## src/rtl/window_index_gen.sv

```systemverilog
// Walks a KxK window around a centre pixel in raster order and emits one linear address per tap.
// Latency 1 from start to tap 0; the tap holds under addr_ready=0; outputs are registered.
module window_index_gen #(
  parameter int ROWS   = 64,
  parameter int COLS   = 64,
  parameter int K      = 3,
  parameter int IDX_W  = 6,
  parameter int ADDR_W = 12
) (
  input  logic              clk,
  input  logic              rst,
  input  logic              start,
  input  logic [IDX_W-1:0]  row,
  input  logic [IDX_W-1:0]  col,
  input  logic              mode,
  output logic              busy,
  output logic              addr_valid,
  input  logic              addr_ready,
  output logic [ADDR_W-1:0] addr,
  output logic [4:0]        tap,
  output logic              addr_oob,
  output logic              last,
  output logic              done,
  output logic              err
);

  localparam int R  = (K - 1) / 2;
  localparam int SW = IDX_W + 2;
  localparam logic [2:0]           KM1     = 3'(K - 1);
  localparam logic signed [SW-1:0] ROW_MAX = SW'(ROWS - 1);
  localparam logic signed [SW-1:0] COL_MAX = SW'(COLS - 1);
  localparam logic signed [SW-1:0] R_S     = SW'(R);
  localparam logic [IDX_W:0]       ROWS_L  = (IDX_W + 1)'(ROWS);
  localparam logic [IDX_W:0]       COLS_L  = (IDX_W + 1)'(COLS);

  typedef enum logic [1:0] {IDLE, EMIT, DONE} state_t;

  state_t            state_q;
  logic [IDX_W-1:0]  row_q, col_q;
  logic              mode_q;
  logic [2:0]        ti_q, tj_q;
  logic              busy_q, valid_q, oob_q, last_q, done_q, err_q;
  logic [ADDR_W-1:0] addr_q;
  logic [4:0]        tap_q;

  logic [IDX_W-1:0]    sel_row, sel_col;
  logic                sel_mode;
  logic [2:0]          ti_d, tj_d;
  logic signed [SW-1:0] r_s, c_s, r_cl, c_cl;
  logic                r_out, c_out, oob_d, last_d, centre_bad;
  logic [ADDR_W-1:0]   addr_d;
  logic [4:0]          tap_d;

  // In IDLE the next tap is tap 0 of the incoming request; in EMIT it is the successor tap.
  always_comb begin
    sel_row  = row;
    sel_col  = col;
    sel_mode = mode;
    ti_d     = '0;
    tj_d     = '0;
    if (state_q == EMIT) begin
      sel_row  = row_q;
      sel_col  = col_q;
      sel_mode = mode_q;
      if (tj_q == KM1) begin
        ti_d = ti_q + 3'd1;
        tj_d = '0;
      end else begin
        ti_d = ti_q;
        tj_d = tj_q + 3'd1;
      end
    end
    r_s   = $signed({2'b00, sel_row}) + $signed(SW'(ti_d)) - R_S;
    c_s   = $signed({2'b00, sel_col}) + $signed(SW'(tj_d)) - R_S;
    r_out = r_s[SW-1] || (r_s > ROW_MAX);
    c_out = c_s[SW-1] || (c_s > COL_MAX);
    r_cl  = r_s[SW-1] ? '0 : ((r_s > ROW_MAX) ? ROW_MAX : r_s);
    c_cl  = c_s[SW-1] ? '0 : ((c_s > COL_MAX) ? COL_MAX : c_s);
    oob_d = sel_mode && (r_out || c_out);
    addr_d = oob_d ? '0
           : ADDR_W'($unsigned(r_cl)) * ADDR_W'(COLS) + ADDR_W'($unsigned(c_cl));
    tap_d  = 5'(ti_d) * 5'(K) + 5'(tj_d);
    last_d = (ti_d == KM1) && (tj_d == KM1);
    centre_bad = ({1'b0, row} >= ROWS_L) || ({1'b0, col} >= COLS_L);
  end

  always_ff @(posedge clk or posedge rst) begin
    if (rst) begin
      state_q <= IDLE;
      row_q   <= '0;
      col_q   <= '0;
      mode_q  <= 1'b0;
      ti_q    <= '0;
      tj_q    <= '0;
      busy_q  <= 1'b0;
      valid_q <= 1'b0;
      oob_q   <= 1'b0;
      last_q  <= 1'b0;
      done_q  <= 1'b0;
      err_q   <= 1'b0;
      addr_q  <= '0;
      tap_q   <= '0;
    end else begin
      case (state_q)
        IDLE: begin
          done_q <= 1'b0;
          err_q  <= 1'b0;
          if (start) begin
            row_q  <= row;
            col_q  <= col;
            mode_q <= mode;
            busy_q <= 1'b1;
            if (centre_bad) begin
              state_q <= DONE;
              done_q  <= 1'b1;
              err_q   <= 1'b1;
            end else begin
              state_q <= EMIT;
              valid_q <= 1'b1;
              ti_q    <= ti_d;
              tj_q    <= tj_d;
              addr_q  <= addr_d;
              tap_q   <= tap_d;
              oob_q   <= oob_d;
              last_q  <= last_d;
            end
          end
        end
        EMIT: begin
          if (addr_ready) begin
            if (last_q) begin
              state_q <= DONE;
              valid_q <= 1'b0;
              last_q  <= 1'b0;
              oob_q   <= 1'b0;
              done_q  <= 1'b1;
              err_q   <= 1'b0;
            end else begin
              ti_q   <= ti_d;
              tj_q   <= tj_d;
              addr_q <= addr_d;
              tap_q  <= tap_d;
              oob_q  <= oob_d;
              last_q <= last_d;
            end
          end
        end
        default: begin
          state_q <= IDLE;
          busy_q  <= 1'b0;
          done_q  <= 1'b0;
          err_q   <= 1'b0;
        end
      endcase
    end
  end

  assign busy       = busy_q;
  assign addr_valid = valid_q;
  assign addr       = addr_q;
  assign tap        = tap_q;
  assign addr_oob   = oob_q;
  assign last       = last_q;
  assign done       = done_q;
  assign err        = err_q;

endmodule

```

## config.mk

```make
export PLATFORM = sky130hd
export DESIGN_NAME = window_index_gen
export DESIGN_NICKNAME = d
export VERILOG_FILES = /design/src/rtl/window_index_gen.sv
export SDC_FILE = /design/constraint.sdc
export NUM_CORES = 1
export LEC_CHECK = 0
export ABC_AREA = 0
export ABC_CLOCK_PERIOD_IN_PS = 8300
export CORE_ASPECT_RATIO = 0.9
export CORE_UTILIZATION = 35
export CTS_CLUSTER_SIZE = 25
export DETAILED_ROUTE_END_ITERATION = 12
export SETUP_SLACK_MARGIN = 0.3
export SYNTH_ARGS = -nofsm -noshare
export SYNTH_HDL_FRONTEND = slang
export SYNTH_SLANG_ARGS = --single-unit
```

## constraint.sdc

```tcl
create_clock -name clk -period 8.3 [get_ports clk]
set_clock_uncertainty 0.2 [all_clocks]
set_input_delay 1.66 -clock clk [delete_from_list [all_inputs] [get_ports clk]]
set_output_delay 1.66 -clock clk [all_outputs]
set_load 0.01 [all_outputs]
```

==> results.cfg, run 1 <==
[sta]
fin_crit_sh_pct = 54.3
fin_crit_ns = 4.51
rsz0062_at_grt = false
slew_viol_final = 0
max_slew_margin_pct = 28.7
tns_ns = 0
timing.final.ws_setup_ns = 3.79
fmax_ghz = 0.222
tightestPinTransition_ns = 1.07
hold_viol = 0
setup_viol = 0

[final_layout]
layout_commonest_cell = dfrtp_1
area_delta_synth_final_pct = 19.7
antenna_cells = 0
nets = 388
fin_area_sq_um = 3440
final_cell_mix = dfrtp_1 (43), nand2_1 (38), clkdlybuf4s50_1 (38), inv_1 (29), ha_1 (26)
drive_above_1_share_pct = 8.77

[placed_design]
hpwlAfterDp_um = 4530
gp_congestion = 0.796
post_dp_cell_area_sq_um = 3350
dp_slack_ns = 3.51
port_buffers = 38

[global_route]
grt_max_degree = 44
grt_pass1_wl_um = 10200
grt.total_usage_pct = 15.0
overflow = 0
grt_pass1_vias = 2151
antenna_found_initial = 0

[clock_network]
numCtsBuffers = 5
cts_hold_buffers = 0
clock_latency_ns = 0.30
htreeDepth = 2
cts_setup_buffers = 0
clkTransAtPathRegs_ns = 0.09
root_buffer = clkbuf_8
cts_resized = 0
cts_tree = built
cts_buffer_depth = 2
clock-sinks = 43

[route]
wl_um = 5930
drt_first_pass_iters = 4
ant_nets = 0
drt-initial-drc-count = 69
wl_per_cell_um = 13.5
num_vias = 2168
vias_per_cell = 4.95
drc = 0

[synth]
synth_warnings = 0
ys_ff_latch = 43
synth_area_sq_um = 2870
yosysSeqAreaShare_pct = 37.5
synth_cell_type_count = 50
synth_edf_count = 0
synth_cells = 302
async_reset_ff_share_pct = 100
synth_ff_type = dfrtp_1
avgSynthCellArea_sq_um = 9.51

[worst_hold_path]
hp-class = flop to flop
holdPathEnd = tap[0]$_DFFE_PP0P_
min-delay-start = tap[0]$_DFFE_PP0P_
hold-path-cell-count = 2

[floorplan]
die_h_um = 87.9
fp-row-count = 30
ios = 40
start_util_pct = 37.1
die_area_sq_um = 8570
core_sq_um = 7730
die_w_um = 97.5

[setup_path]
worstPathMaxFanout = 8
cp.required_ns = 8.29
r2r-start = state_q[1]$_DFFE_PP0P_
startpoint_type = input port
cp.arrival_ns = 4.49
crit_type = input port to flop
ff2ff_setup_slack_ns = 4.21
reg2reg_depth = 13
worstSetupEndpointType = flop
r2r_end = addr[4]$_DFFE_PP0P_

[outcome]
status = finished clean

[job]
cap_violations = 0
[per-layer routing]
layer  GRT usage [%]  share of wire (%)  vias to the layer above
met5               0                  0                        -
met4            3.61               0.74                        0
met3            2.79                4.7                        4
met2            24.5                 44                       44
met1            20.7                 50                     1020
li1                -                  -                     1100
[synth_stat cells, types with 2 or more instances]
library cell  number  share of area [%]
nand2b_1           2               0.44
a211oi_1           2               0.52
or3_1              2               0.44
xor2_1             4                1.2
clkbuf_1           5               0.65
a22o_1             2               0.61
nand4_1            2               0.44
buf_1              2               0.26
nor3_1             2               0.35
xnor2_1            9                2.7
nor2_1            19                2.5
fa_1               4                2.8
dfrtp_1           43                 37
inv_1             30                3.9
a21o_1            10                2.6
ha_1              26                 11
nor2b_1            2               0.44
o21ai_0           24                4.2
mux2i_1           11                3.8
nand2_1           38                5.0
o21a_1             2               0.52
and2_1             5                1.1
mux2_2            13                5.1
a21oi_1           15                2.6
nand3_1            3               0.52
[cell type report]
type,count,area [sq um]
flip-flops and latches,43,1080
clock buffers,6,72.6
clock inverters,2,12.5
repair buffers,40,395
multi-input cells,221,1650
well taps,96,120
fillers,750,4300
inverters,30,113
[worst max-delay path by stage]
stage	startpoint	endpoint	slack (ns)	depth (start not counted)
after floorplan	col[2]	addr[9]$_DFFE_PP0P_	4.31	11
after global placement	col[2]	addr[9]$_DFFE_PP0P_	3.54	12
after detailed placement	col[2]	addr[9]$_DFFE_PP0P_	3.51	12
after CTS	col[2]	addr[9]$_DFFE_PP0P_	3.83	12
after global routing	row[1]	addr[4]$_DFFE_PP0P_	3.52	12
final	col[2]	addr[9]$_DFFE_PP0P_	3.79	12
[logic make-up (layout without fill, tap and decap cells)]
logic type	after synthesis	after routing	synth area share, %
buffers and inverters	39	78	5.27
and+or+nand+nor	80	80	12.9
muxes	25	25	9.72
other	1	2	0.131
xor gates and xnor gates	14	14	4.53
AOI/OAI and AO/OA	70	70	15.9
DFF	43	43	37.5
adders and majority gates	30	30	14.1
[critical path, stage by stage]
cell             delay [ns]
clkdlybuf4s50_1        0.47
mux2i_1                0.08
ha_1                   0.30
inv_1                  0.06
ha_1                   0.29
a211oi_1               0.09
or3_1                  0.37
a32oi_2                0.44
nor2_1                 0.16
a21oi_1                0.18
nor3_1                 0.08
a32o_1                 0.31
[registers in the layout, indices dropped and copies added, names as in the netlist]
signal and cells:
done 1, col_q 6, addr 12, state_q 2, last 1, mode_q 1, busy 1, tj_q 3
addr_valid 1, tap 5, row_q 6, ti_q 3, addr_oob 1
[metrics by stage]
stage          util, %  instances  hold WS (ns)
2_1_floorplan        -        303         0.270
3_3_place_gp      43.3        430         0.258
3_5_place_dp      43.3        430         0.263
4_1_cts           44.4        438         0.285
5_1_grt           44.4        438         0.323
6_report          44.4        438         0.275
Power of run 1 is left out: the tool's default activity adds up to more than one toggle a clock period on the data nets, which glitch-free logic cannot reach.
==> run 2: changes to the inputs <==
--- a/config.mk
+++ b/config.mk
@@ -6,7 +6,7 @@
 export NUM_CORES = 1
 export LEC_CHECK = 0
 export ABC_AREA = 0
-export ABC_CLOCK_PERIOD_IN_PS = 8300
+export ABC_CLOCK_PERIOD_IN_PS = 3900
 export CORE_ASPECT_RATIO = 0.9
 export CORE_UTILIZATION = 35
 export CTS_CLUSTER_SIZE = 25
==> constraint.sdc (replaced) <==
create_clock -name clk -period 3.9 [get_ports clk]
set_clock_uncertainty 0.2 [all_clocks]
set_input_delay 0.78 -clock clk [delete_from_list [all_inputs] [get_ports clk]]
set_output_delay 0.78 -clock clk [all_outputs]
set_load 0.01 [all_outputs]
==> run 2 against run 1 <==
Net effect: wire length rose by 5.6%; via count rose by 4.4%; global-route usage rose by 0.63 points; hold slack improved by 0.010 ns; clock-buffer cell count fell by 1; first-iteration DRC count rose by 7.2%; core utilization rose by 2.6 points; register-to-register slack got worse by 3.8 ns; design area rose by 5.8%; sequential cell count did not move.
==> results.cfg, run 2 (synthesis gave the netlist of run 1 again) <==
[final_layout]
antenna_cells = 0
multiInputGateArea_sq_um = 1720
area_delta_synth_final_pct = 26.6
layout_commonest_cell = dfrtp_1
seqCellArea_sq_um = 1080
drive_above_1_share_pct = 16.8
fin_area_sq_um = 3640
final_util_pct = 47.0
largest_reg_flops = 12
num-fill-cells = 776
final_cell_mix = dfrtp_1 (42), clkdlybuf4s50_1 (38), nand2_1 (37), inv_1 (29), ha_1 (26)
nets = 403

[setup_path]
crit_type = flop to flop
cp.required_ns = 3.90
cp.arrival_ns = 3.46
startpoint_type = flop
worstSetupEndpointType = flop
reg2reg_depth = 15
worstPathMaxFanout = 7

[sta]
rsz0062_at_grt = false
tns_ns = 0
tightestPinTransition_ns = 0.886
timing.final.ws_setup_ns = 0.443
setup_viol = 0
fin_crit_sh_pct = 88.6
hold_viol = 0
slew_viol_final = 0
fin_crit_ns = 3.46
max_slew_margin_pct = 40.6
fmax_ghz = 0.289

[floorplan]
die_area_sq_um = 8570
die_h_um = 87.9
core_sq_um = 7730
start_util_pct = 37.1
fp-row-count = 30
ios = 40
die_w_um = 97.5

[route]
drc = 0
wl_per_cell_um = 13.8
wl_um = 6270
vias_per_cell = 5.00
num_vias = 2264
drt-initial-drc-count = 74
ant_nets = 0
drt_first_pass_iters = 4

[global_route]
grt_pass1_wl_um = 10600
grt_max_degree = 27
overflow = 0
grt_pass1_vias = 2204
antenna_found_initial = 0
grt.total_usage_pct = 15.6

[outcome]
status = finished clean

[worst_hold_path]
hold-path-cell-count = 2
hp-class = flop to flop

[clock_network]
cts_buffer_depth = 2
cts_tree = built
clkTransAtPathRegs_ns = 0.10
root_buffer = clkbuf_8
clock_latency_ns = 0.31
cts_hold_buffers = 0
clock-sinks = 43
htreeDepth = 2
numCtsBuffers = 5

[placed_design]
port_buffers = 38
post_dp_cell_area_sq_um = 3430
hpwlAfterDp_um = 4860
gp_congestion = 0.791
dp_slack_ns = 0.108

[job]
cap_violations = 0
## run 2: cell count changes in the layout (fill, tap and decap cells not counted), sizes merged
cell,delta
buf,+15
clkbuf,-1
clkinvlp,-1
inv,+2
## run 2: cell type report
type,instances,area share (%)
multi-input combinational,221,47.4
sequential,43,29.6
timing repair buffer,55,14.0
tap,96,3.30
inverter,30,3.10
clock buffer,5,1.89
clock inverter,3,0.723
## run 2: worst paths after layout
path | startpoint | endpoint | slack (ns)
worst max-delay path | tj_q[2]$_DFFE_PP0P_ | addr[7]$_DFFE_PP0P_ | 0.44
worst min-delay path | addr[2]$_DFFE_PP0P_ | addr[2]$_DFFE_PP0P_ | 0.29
worst max register to register | tj_q[2]$_DFFE_PP0P_ | addr[7]$_DFFE_PP0P_ | 0.44
worst min register to register | addr[2]$_DFFE_PP0P_ | addr[2]$_DFFE_PP0P_ | 0.29
max in group asynchronous | rst | state_q[1]$_DFFE_PP0P_ | 2.10
min in group asynchronous | rst | ti_q[0]$_DFFE_PP0P_ | 0.64
## run 2: what timing repair did
item,CTS,global route
pin swaps,2,12
gates resized for setup,3,16
setup buffers,1,4
endpoints found under the setup margin,12,13
## run 2: layer usage
metal  global-route usage [%]  share of wire, %  wire [um]  vias up
met4                     3.61              0.72         45        0
li1                         -                 -          -     1133
met3                     3.19               3.1        195        5
met5                        0                 0          0        -
met2                     25.1                45       2830       37
met1                     21.8                51       3200     1089
## run 2: through the flow
stage	hold WS, ns	instances
global route	0.320	453
global placement	0.264	440
detailed placement	0.272	440
CTS	0.294	449
finish	0.285	453
floorplan	0.270	303
## run 2: critical path, cell delays in order, from the launching register on
cell and delay (ns):
dfrtp_1 0.42, nor2b_2 0.14, and2_4 0.18, nand2_4 0.07, xnor2_4 0.15, and2_4 0.16, o31a_1 0.29, ha_1 0.29
a21oi_2 0.16, nor2_1 0.07, a311o_2 0.43, xor2_4 0.20, o21a_1 0.21, ha_1 0.27, nand2_1 0.05, o21ai_0 0.07
Power of run 2 is left out for the same reason.
==> run 3: changes to the inputs <==
--- a/config.mk
+++ b/config.mk
@@ -9,7 +9,6 @@
 export ABC_CLOCK_PERIOD_IN_PS = 3900
 export CORE_ASPECT_RATIO = 0.9
 export CORE_UTILIZATION = 35
-export CTS_CLUSTER_SIZE = 25
 export DETAILED_ROUTE_END_ITERATION = 12
 export SETUP_SLACK_MARGIN = 0.3
 export SYNTH_ARGS = -nofsm -noshare
==> results of run 3 <==
The final DEF is identical to that of run 2; final timing and power are the same.
Power of run 3 is left out for the same reason.
